`src/rtl/mips_mainfsm_if.sv`:
```
// mips_mainfsm_if: opcode/zero inputs and datapath control outputs of the main FSM
interface mips_mainfsm_if;
    logic [5:0] op;
    logic       zero;
    logic       pcen, irwrite, memwrite, iord, regwrite, regdst, memtoreg, alusrca;
    logic [1:0] alusrcb, pcsrc, aluop;
    logic [3:0] state;
    modport master (output op, zero,
                    input pcen, irwrite, memwrite, iord, regwrite, regdst, memtoreg,
                          alusrca, alusrcb, pcsrc, aluop, state);
    modport slave  (input op, zero,
                    output pcen, irwrite, memwrite, iord, regwrite, regdst, memtoreg,
                           alusrca, alusrcb, pcsrc, aluop, state);
endinterface

```
`src/rtl/mips_mainfsm.sv`:
```
// mips_mainfsm: multicycle MIPS main control FSM; outputs registered alongside the state
module mips_mainfsm (
    input logic clk,
    input logic rst,
    mips_mainfsm_if.slave bus
);
    typedef enum logic [3:0] {
        FETCH = 4'd0, DECODE = 4'd1, MEMADR = 4'd2, MEMRD = 4'd3, MEMWB = 4'd4, MEMWR = 4'd5,
        RTYPEEX = 4'd6, RTYPEWB = 4'd7, BEQEX = 4'd8, ADDIEX = 4'd9, ADDIWB = 4'd10, JEX = 4'd11
    } state_t;
    localparam logic [5:0] LW = 6'b100011, SW = 6'b101011, RTYPE = 6'b000000,
                           BEQ = 6'b000100, ADDI = 6'b001000, J = 6'b000010;
    state_t st, nx;
    logic [14:0] ctl;
    logic pcwrite, branch;
    // {pcwrite,branch,irwrite,memwrite,iord,regwrite,regdst,memtoreg,alusrca,alusrcb,pcsrc,aluop}
    function automatic logic [14:0] ctl_of(state_t s);
        case (s)
            FETCH:          return 15'b1_0_1_0_0_0_0_0_0_01_00_00;
            DECODE:         return 15'b0_0_0_0_0_0_0_0_0_11_00_00;
            MEMADR, ADDIEX: return 15'b0_0_0_0_0_0_0_0_1_10_00_00;
            MEMRD:          return 15'b0_0_0_0_1_0_0_0_0_00_00_00;
            MEMWB:          return 15'b0_0_0_0_0_1_0_1_0_00_00_00;
            MEMWR:          return 15'b0_0_0_1_1_0_0_0_0_00_00_00;
            RTYPEEX:        return 15'b0_0_0_0_0_0_0_0_1_00_00_10;
            RTYPEWB:        return 15'b0_0_0_0_0_1_1_0_0_00_00_00;
            BEQEX:          return 15'b0_1_0_0_0_0_0_0_1_00_01_01;
            ADDIWB:         return 15'b0_0_0_0_0_1_0_0_0_00_00_00;
            JEX:            return 15'b1_0_0_0_0_0_0_0_0_00_10_00;
            default:        return 15'b0;
        endcase
    endfunction
    always_comb begin
        nx = FETCH;
        case (st)
            FETCH:   nx = DECODE;
            DECODE:  nx = (bus.op == LW || bus.op == SW) ? MEMADR :
                          (bus.op == RTYPE) ? RTYPEEX :
                          (bus.op == BEQ)   ? BEQEX :
                          (bus.op == ADDI)  ? ADDIEX :
                          (bus.op == J)     ? JEX : FETCH;
            MEMADR:  nx = (bus.op == LW) ? MEMRD : (bus.op == SW) ? MEMWR : FETCH;
            MEMRD:   nx = MEMWB;
            RTYPEEX: nx = RTYPEWB;
            ADDIEX:  nx = ADDIWB;
            default: nx = FETCH;
        endcase
    end
    always_ff @(posedge clk) begin
        st  <= rst ? FETCH : nx;
        ctl <= ctl_of(rst ? FETCH : nx);
    end
    assign {pcwrite, branch, bus.irwrite, bus.memwrite, bus.iord, bus.regwrite, bus.regdst,
            bus.memtoreg, bus.alusrca, bus.alusrcb, bus.pcsrc, bus.aluop} = ctl;
    // Only pcen looks at zero, so a taken branch updates the PC within BEQEX
    assign bus.pcen  = pcwrite | (branch & bus.zero);
    assign bus.state = st;
endmodule

```
`src/flat_wrapper.sv`:
```
// flat-port wrapper written by rule: the top's interface ports become plain ports
module mips_mainfsm_flat 
  (clk, rst, bus_op, bus_zero, bus_pcen, bus_irwrite, bus_memwrite, bus_iord, bus_regwrite, bus_regdst, bus_memtoreg, bus_alusrca, bus_alusrcb, bus_pcsrc, bus_aluop, bus_state);
  mips_mainfsm_if bus_i ();
  input logic clk;
  input logic rst;
  input wire logic [$bits(bus_i.op)-1:0] bus_op;
  input wire logic [$bits(bus_i.zero)-1:0] bus_zero;
  output wire logic [$bits(bus_i.pcen)-1:0] bus_pcen;
  output wire logic [$bits(bus_i.irwrite)-1:0] bus_irwrite;
  output wire logic [$bits(bus_i.memwrite)-1:0] bus_memwrite;
  output wire logic [$bits(bus_i.iord)-1:0] bus_iord;
  output wire logic [$bits(bus_i.regwrite)-1:0] bus_regwrite;
  output wire logic [$bits(bus_i.regdst)-1:0] bus_regdst;
  output wire logic [$bits(bus_i.memtoreg)-1:0] bus_memtoreg;
  output wire logic [$bits(bus_i.alusrca)-1:0] bus_alusrca;
  output wire logic [$bits(bus_i.alusrcb)-1:0] bus_alusrcb;
  output wire logic [$bits(bus_i.pcsrc)-1:0] bus_pcsrc;
  output wire logic [$bits(bus_i.aluop)-1:0] bus_aluop;
  output wire logic [$bits(bus_i.state)-1:0] bus_state;
  assign bus_i.op = bus_op;
  assign bus_i.zero = bus_zero;
  assign bus_pcen = bus_i.pcen;
  assign bus_irwrite = bus_i.irwrite;
  assign bus_memwrite = bus_i.memwrite;
  assign bus_iord = bus_i.iord;
  assign bus_regwrite = bus_i.regwrite;
  assign bus_regdst = bus_i.regdst;
  assign bus_memtoreg = bus_i.memtoreg;
  assign bus_alusrca = bus_i.alusrca;
  assign bus_alusrcb = bus_i.alusrcb;
  assign bus_pcsrc = bus_i.pcsrc;
  assign bus_aluop = bus_i.aluop;
  assign bus_state = bus_i.state;
  mips_mainfsm u_core (.clk(clk), .rst(rst), .bus(bus_i));
endmodule
```
`config.mk`:
```
export PLATFORM = sky130hd
export DESIGN_NAME = mips_mainfsm_flat
export DESIGN_NICKNAME = d
export VERILOG_FILES = /design/src/rtl/mips_mainfsm_if.sv /design/src/rtl/mips_mainfsm.sv /design/src/flat_wrapper.sv
export SDC_FILE = /design/constraint.sdc
export NUM_CORES = 1
export LEC_CHECK = 0
export ABC_AREA = 1
export BUFFER_PORTS_ARGS = -buffer_cell sky130_fd_sc_hd__buf_2
export CORE_MARGIN = 1
export CORE_UTILIZATION = 40
export CTS_CLUSTER_SIZE = 24
export DETAILED_ROUTE_END_ITERATION = 8
export MAX_ROUTING_LAYER = met4
export PLACE_DENSITY = 0.67
export SLEW_MARGIN = 20
export SYNTH_ARGS = -nofsm -noshare
export SYNTH_HDL_FRONTEND = slang
export SYNTH_SLANG_ARGS = --single-unit
```
`constraint.sdc`:
```
create_clock -name clk -period 1.4 [get_ports clk]
set_clock_uncertainty 0.05 [all_clocks]
set_input_delay 0.28 -clock clk [delete_from_list [all_inputs] [get_ports clk]]
set_output_delay 0.28 -clock clk [all_outputs]
set_load 0.01 [all_outputs]
```
### Yosys cells after proc, flatten, opt, wreduce, memory -nomap -nowiden

Memories as Yosys holds them, arrays and structs flattened. A register that Yosys moved wholly into a read port is not among the register bits.
Index checks and enable logic that the tools add are counted.
Widths: inputs -> output; s select.

| storage, ports and cells | value |
|---|---|
| memories | 1 |
| logic and storage cells | 26 |
| memory bits (read-only) | 240 |
| input port bits | 9 |
| register bits after elaboration | 4 |
| output and inout bits | 18 |

| cells by class | value |
|---|---|
| reductions and logical operators | 3 |
| bitwise operators | 2 |
| eq/ne operators | 10 |
| multiplexer cells | 9 |

Memories:

| memory | words | width | read ports | clocked after Yosys merged registers in | wr ports | line | text |
|---|---|---|---|---|---|---|---|
| (name not given) | 16 | 15 | 1 | 1 | 0 | mips_mainfsm.sv:18 | `case (s)` |

Operator list:

| operator | number |
|---|---|
| $mux 4 | 7 |
| $pmux 4 s6 | 1 |
| $eq 6x6->1 const B | 2 |
| $eq 4x2->1 const B | 2 |
| $eq 6x2->1 const B | 1 |
| $eq 6x3->1 const B | 1 |
| $eq 6x4->1 const B | 1 |
| $logic_not 6->1 | 1 |
| $eq 4x1->1 const B | 1 |
| $eq 4x3->1 const B | 1 |
| $eq 4x4->1 const B | 1 |
| $logic_not 4->1 | 1 |
| $mux 3 | 1 |
| $and 1x1->1 | 1 |
| $logic_or 1x1->1 | 1 |
| $or 1x1->1 | 1 |

### Logic depth before layout (Yosys ltp)

Gate-level depths: netlist (run 1).

| logic depth | value |
|---|---|
| depth after elaboration | 8 |
| gate-level depth with buffers | 12 |
| depth with buffers taken out | 12 |

### Least setup slack after synthesis (run 1)

No wires, ideal clock.

| path | value |
|---|---|
| path kind | flip-flop to flip-flop |
| from | reg u_core.st[2] (netlist: u_core.bus.state[2]) |
| to | reg u_core.ctl[5] |
| setup slack | -168 ps |
| arrival time | 1405 ps |
| required time | 1237 ps |
| path buffers | 0 |
| period minus slack after synthesis | 1568 ps |
| stages on the path, launching flop included | 12 |
| setup time | 113 ps |
| path through | dfxtp_1 > inv_1 > nand2_1 > nor2_2 > nand2_1 > nand2_1 > nor2_1 > nor2_4 > ha_1 > inv_1 > nand3_1 > nand2_1 |

| on the way | value |
|---|---|
| longest elaborated chain between the ends | 3 |
| elaborated cells between the ends (all ways) | 8 |
| classes of those cells | eq/ne: 5; mux: 2; reduce/logical: 1 |

Ends and longest elaborated chain:

| what | line | text |
|---|---|---|
| start: declaration | mips_mainfsm.sv:13 | `state_t st, nx;` |
| start signal: assignment | mips_mainfsm.sv:50 | `st <= rst ? FETCH : nx;` |
| $eq 4x4->1 (tied with other cells) | mips_mainfsm.sv:35 | `case (st)` |
| $pmux 4 s6 * | mips_mainfsm.sv:35 |  |
| $mux 4 * | n/a |  |
| end: declaration | mips_mainfsm.sv:14 | `logic [14:0] ctl;` |

Every way passes the cells marked *; elsewhere a longest branch is shown, timed or not.

### Worst setup path in the final report (run 1)

| path | value |
|---|---|
| from | reg u_core.st[0] (netlist: u_core.bus.state[0]) |
| to | reg u_core.ctl[5] |

Same word-level chain as after synthesis.

==> metrics.txt, run 1 <==
outcome complete, but fails checks; failing checks setup timing; layout cells sized above 1 0.564; crit path max-delay cell type dfxtp_2; initial antenna violation count 0; first-pass GRT wire length 3.41 mm; Worst Path Max Fanout 4; Die X 49.5 µm; Avg Cell Area, Syn 7.27 µm²; Slew Viols, Final 0; Final HPWL DP 1.39 mm; dominant synthesized flop cell dfxtp_1; vias 856; TritonCTS clock tree built; die area 0.00245 mm²; critical path class reg2reg; total grt overflow 0; Synth cell types 19; most frequent cell after synthesis nand2_1; CTS max path bufs 2; Startpoint Class flip-flop; Avg WL per Cell 10.5 µm; vias per inst 4.51; total CTS buffers 3; later-pin clock latency in the skew report 0.29 ns; EDFF count, synth 0; RSZ-0062 raised after global routing yes; Pre-antenna DRT Iters 4; syn_nets 137; vias in the first global route 831; Port Buffers 26; CP arrival 1.74 ns; final setup vio count 9; CP Capture Type flip-flop; Slew @ Worst Pin 0.166 ns; Top Family by Delay on Critical Path simple AND/OR/NAND/NOR gates; Multi-input gate area 539 µm²; die height 49.5 µm; post-layout util 0.643; CTS clk-pin slew, worst paths 0.10 ns; Power per Cell Area 714 mW/mm²; Period minus WS final 1.54 ns; cell mode on critical path nand2_1; slack of the worst reg-to-reg path -0.14 ns; period utilization 1.10; peak supply drop 0.471 mV; DRT Wirelength 1.99 mm; Layout area overhead 45.8%; buffers plus inverters on the worst setup path 2; final hold vios 0; crit path cell chain inv_2 -> nand4_1 -> nand2_1 -> a21oi_2 -> nand2_1 -> nand2_4 -> ha_4 -> inv_2 -> nand3_1 -> nand2_1; CP Data Required Time 1.60 ns; Gate Count Post-Synth 124; core area 0.00204 mm²; Filler Cells Inserted 177; highest clock rate 648 MHz; root buf cell clkbuf_4; diodes inserted 0; Synth top cells by count nand2_1, inv_1, dfxtp_1; drt initial violations 26; Netlist Area Pre-Place 901 µm²; CP max stage delay 0.37 ns; DR DRC count 0; hold_ws 0.284 ns; most area-consuming cells after synthesis dfxtp_1, nand2_1, inv_1; share of the synthesized area in the top cell type 0.378; final worst slack -0.143 ns; post-route antenna net violation count 0; Yosys warnings 0; register area 345 µm²; Seq/Total Area, Yosys 0.378; Synth area leader dfxtp_1; Async SR Flop Fraction 0; Ports 27; Seq cells post-synth 17; Clock Sinks 17; Final GP Congestion 0.835; Initial Util 0.441; NumNets Final 177; pin count of the biggest net entering global routing 11; GRT Total Usage 0.190; slew margin rel. 0.889; # H-tree levels 1; number of max-cap violations 0; Rows 16; Hold Path Class in2reg; leak pwr 0.762 nW
## power by group
part | switching, mW | leakage, nW | total (mW) | internal (mW)
registers | 0.00631 | 0.140 | 0.504 | 0.498
clock network | 0.155 | 0.0177 | 0.261 | 0.106
logic | 0.0937 | 0.604 | 0.172 | 0.0784
## state kept, by name (all words and copies together), names as in the netlist
| register | cells |
|---|---|
| u_core.bus.state | 4 |
| u_core.ctl | 13 |
## logic make-up after synthesis
family	after synthesis	share of synthesized area
adders and majority gates	4	0.0556
and+or+nand+nor	70	0.386
buffers and inverters	30	0.161
DFF	17	0.378
AOI/OAI and AO/OA	3	0.0194
## tightest hold or removal path, cell delays in order
cell,delay (ns)
buf_2,0.12
nor2_4,0.06
buf_4,0.14
## per-layer routing
layer	vias to the layer above	track usage	wire (µm)
met5	-	-	0
li1	449	-	-
met2	29	0.297	937
met1	376	0.218	920
met3	2	0.0679	111
met4	0	0.0857	24
## what timing repair did
| action | 4_1_cts | 5_1_grt |
|---|---|---|
| cloned | 0 | 0 |
| setup buffers | 7 | 2 |
| endpoints found under the hold margin | 0 | 0 |
| gates resized for setup | 16 | 6 |
| pin swaps | 9 | 4 |
| hold buffers | 0 | 0 |
| setup endpoints to repair | 9 | 15 |
## per-stage QoR
| stage | worst slack, ns | cell area (µm²) | total power [mW] | instances | TNS [ns] |
|---|---|---|---|---|---|
| floorplan | -0.0435 | 952 | 0.603 | 124 | -0.231 |
| global placement | -0.230 | 1130 | 0.653 | 179 | -1.95 |
| detailed placement | -0.263 | 1130 | 0.656 | 179 | -2.35 |
| CTS | -0.0831 | 1290 | 0.939 | 190 | -0.608 |
| global route | -0.259 | 1310 | 0.994 | 190 | -2.32 |
| finish | -0.143 | 1310 | 0.938 | 190 | -1.16 |
## cell usage in the layout (no fill, tap or decap), drive strengths merged
cell	instances
a21oi	1
dfxtp	17
o21ai	1
nand4	2
inv	22
a21o	1
nand2b	1
buf	41
nor2	20
ha	4
nand2	35
clkbuf	3
nand3	12
clkinv	3
## worst paths after layout
kind	start	endpoint	depth (start not counted)
hold / removal	rst	u_core.bus.state[0]$_DFF_P_	3
hold reg to reg	u_core.bus.state[0]$_DFF_P_	u_core.ctl[7]$_SDFF_PP0_	7
setup / recovery	u_core.bus.state[0]$_DFF_P_	u_core.ctl[5]$_DFF_P_	10
setup reg to reg	u_core.bus.state[0]$_DFF_P_	u_core.ctl[5]$_DFF_P_	10
## final cells by class
class | count | area share
clock buffers | 3 | 0.0171
clock inverters | 1 | 0.00381
inverters | 24 | 0.0800
multi-input cells | 77 | 0.410
flip-flops and latches | 17 | 0.263
well taps | 27 | 0.0257
repair buffers | 41 | 0.200
Note: power is estimated with default switching activity, not from simulation.
==> run 2: changes to the inputs <==
--- a/config.mk
+++ b/config.mk
@@ -5,7 +5,6 @@
 export SDC_FILE = /design/constraint.sdc
 export NUM_CORES = 1
 export LEC_CHECK = 0
-export ABC_AREA = 1
 export BUFFER_PORTS_ARGS = -buffer_cell sky130_fd_sc_hd__buf_2
 export CORE_MARGIN = 1
 export CORE_UTILIZATION = 40
==> run 2 against run 1 <==
Net effect: first-iteration DRC count is 19% lower; highest routed layer unchanged; sequential share of layout area is 2.0 points lower; routed wire length is 33% higher; worst setup slack worse by 0.31 ns; die area is 0.67% lower; global-route usage is 2.4 points higher; final cell count is 9.5% lower; the flow still finishes with violations (setup timing); combinational power is 39% higher; synthesized area is 0.69% lower.
==> metrics.txt, run 2 <==
vias per inst 5.30; CP Capture Type flip-flop; Ports 27; highest clock rate 541 MHz; Hold-fix buffers, CTS 0; Power per Cell Area 700 mW/mm²; number of max-cap violations 0; Synth cell types 38; core area 0.00202 mm²; most common cell after layout, fill and taps aside buf_2; design area 0.00145 mm²; drt initial violations 21; final setup vio count 16; layout cells sized above 1 0.655; most frequent cell after synthesis dfxtp_1; vias 912; Avg Cell Area, Syn 9.94 µm²; RSZ-0062 raised after global routing yes; Die X 49.3 µm; Clock Sinks 17; root buf cell clkbuf_4; DR DRC count 0; Startpoint Class flip-flop; failing checks setup timing; DRT Wirelength 2.65 mm; NumNets Final 159; EDFF count, synth 0; CP max stage delay 0.37 ns; Pre-antenna DRT Iters 4; total grt overflow 0; crit path max-delay cell type dfxtp_4; buffers plus inverters on the worst setup path 1; share of the synthesized area in the top cell type 0.380; Reg2Reg Depth 6; CP Data Required Time 1.55 ns; Initial Util 0.442; Placed Instance Area 0.00126 mm²; initial antenna violation count 0; Netlist Area Pre-Place 895 µm²; die height 49.3 µm; hold_ws 0.107 ns; Seq/Total Area, Yosys 0.380; TritonCTS clock tree built; Final HPWL DP 1.65 mm; period utilization 1.32; later-pin clock latency in the skew report 0.30 ns; Layout area overhead 62.4%; peak supply drop 0.544 mV; syn_nets 103; final worst slack -0.449 ns; Hold Path Class in2reg; CP arrival 2.00 ns; leak pwr 0.653 nW; Seq cells post-synth 17; Synth area leader dfxtp_1; Rows 16; Reg with most FFs u_core.ctl; Worst Path Max Fanout 4; post-route antenna net violation count 0; Port Buffers 26; Avg WL per Cell 15.4 µm; CTS clk-pin slew, worst paths 0.11 ns; commonest non-fill, non-tap cells in the layout buf_2, buf_4, dfxtp_1; Yosys warnings 0; # H-tree levels 1; dominant synthesized flop cell dfxtp_1; most area-consuming cells after synthesis dfxtp_1, ha_1, buf_4; Slew Viols, Final 0; Final GP Congestion 0.843; Crit path depth 6; Slew @ Worst Pin 0.437 ns; CTS max path bufs 2; Hold Path Stages 2; total CTS buffers 3; Filler Cells Inserted 148; Top Family by Delay on Critical Path simple AND/OR/NAND/NOR gates; Async SR Flop Fraction 0; GRT Total Usage 0.214; outcome complete, but fails checks; post-layout util 0.718; first-pass GRT wire length 3.79 mm; pin count of the biggest net entering global routing 11; Gate Count Post-Synth 90; diodes inserted 0; final hold vios 0; crit path cell chain buf_6 -> nand4b_1 -> a211o_1 -> or2_4 -> ha_4 -> mux2_4; number of flip-flops in the largest register 13; vias in the first global route 872; Period minus WS final 1.85 ns; die area 0.00243 mm²; Synth top cells by count dfxtp_1, buf_4, nor3_1; slew margin rel. 0.706; critical path class reg2reg
==> run 2: layout make-up <==
cell class              instances  area, µm²  area share
multi-input cells              61        604       0.416
repair buffers                 60        423       0.291
flip-flops and latches         17        353       0.243
well taps                      27       33.8      0.0233
clock buffers                   3       22.5      0.0155
inverters                       3       11.3     0.00775
clock inverters                 1       5.00     0.00345
==> run 2: path summary, 6_finish.rpt <==
| check | start | endpoint | slack [ns] |
|---|---|---|---|
| hold / removal | rst | u_core.ctl[11]$_SDFF_PP0_ | 0.11 |
| setup / recovery | u_core.bus.state[1]$_DFF_P_ | u_core.ctl[6]$_DFF_P_ | -0.45 |
| setup reg to reg | u_core.bus.state[1]$_DFF_P_ | u_core.ctl[6]$_DFF_P_ | -0.45 |
| hold reg to reg | u_core.bus.state[0]$_DFF_P_ | u_core.ctl[8]$_SDFF_PP0_ | 0.79 |
==> run 2: where the power goes <==
group          switching (mW)  internal, mW  total, mW  leakage, nW
clock network           0.171         0.107      0.277       0.0177
logic                   0.118         0.121      0.239        0.494
registers             0.00775         0.493      0.501        0.141
total                   0.297         0.721       1.02        0.653
==> run 2: what timing repair did <==
item,CTS,global route
setup buffers,5,2
resized for setup,19,7
hold endpoints to repair,0,0
setup endpoints to repair,16,16
pin swaps,7,6
==> run 2: kinds of logic (layout without fill, tap and decap cells) <==
group,Yosys count,in the layout,share of synthesized area
buffers and inverters,12,67,0.0937
flip-flops,17,17,0.380
AO/OA/AOI/OAI,23,23,0.194
AND/OR/NAND/NOR,29,29,0.218
multiplexers,2,2,0.0280
XOR/XNOR,3,3,0.0294
adder cells (fa/ha/maj),4,4,0.0559
==> run 2: per-layer routing <==
| layer | vias up | wire, µm | track usage |
|---|---|---|---|
| met5 | - | 0 | - |
| met4 | 0 | 93 | 0.108 |
| met3 | 12 | 131 | 0.0374 |
| met2 | 44 | 1330 | 0.356 |
| met1 | 426 | 1090 | 0.245 |
| li1 | 430 | - | - |
==> run 2: through the flow <==
| step | setup WS, ns | total power, mW | TNS [ns] | cells |
|---|---|---|---|---|
| floorplan | -0.375 | 0.614 | -2.75 | 90 |
| detailed placement | -0.486 | 0.704 | -4.58 | 161 |
| global placement | -0.475 | 0.701 | -4.61 | 161 |
| CTS | -0.402 | 0.985 | -3.94 | 170 |
| finish | -0.449 | 1.02 | -4.92 | 172 |
| global route | -0.499 | 1.05 | -6.01 | 172 |
==> run 2: worst register-to-register path, stage by stage, from the launching register on <==
cell	delay, ns
dfxtp_4	0.37
buf_6	0.12
nand4b_1	0.17
a211o_1	0.33
or2_4	0.27
ha_4	0.17
mux2_4	0.26
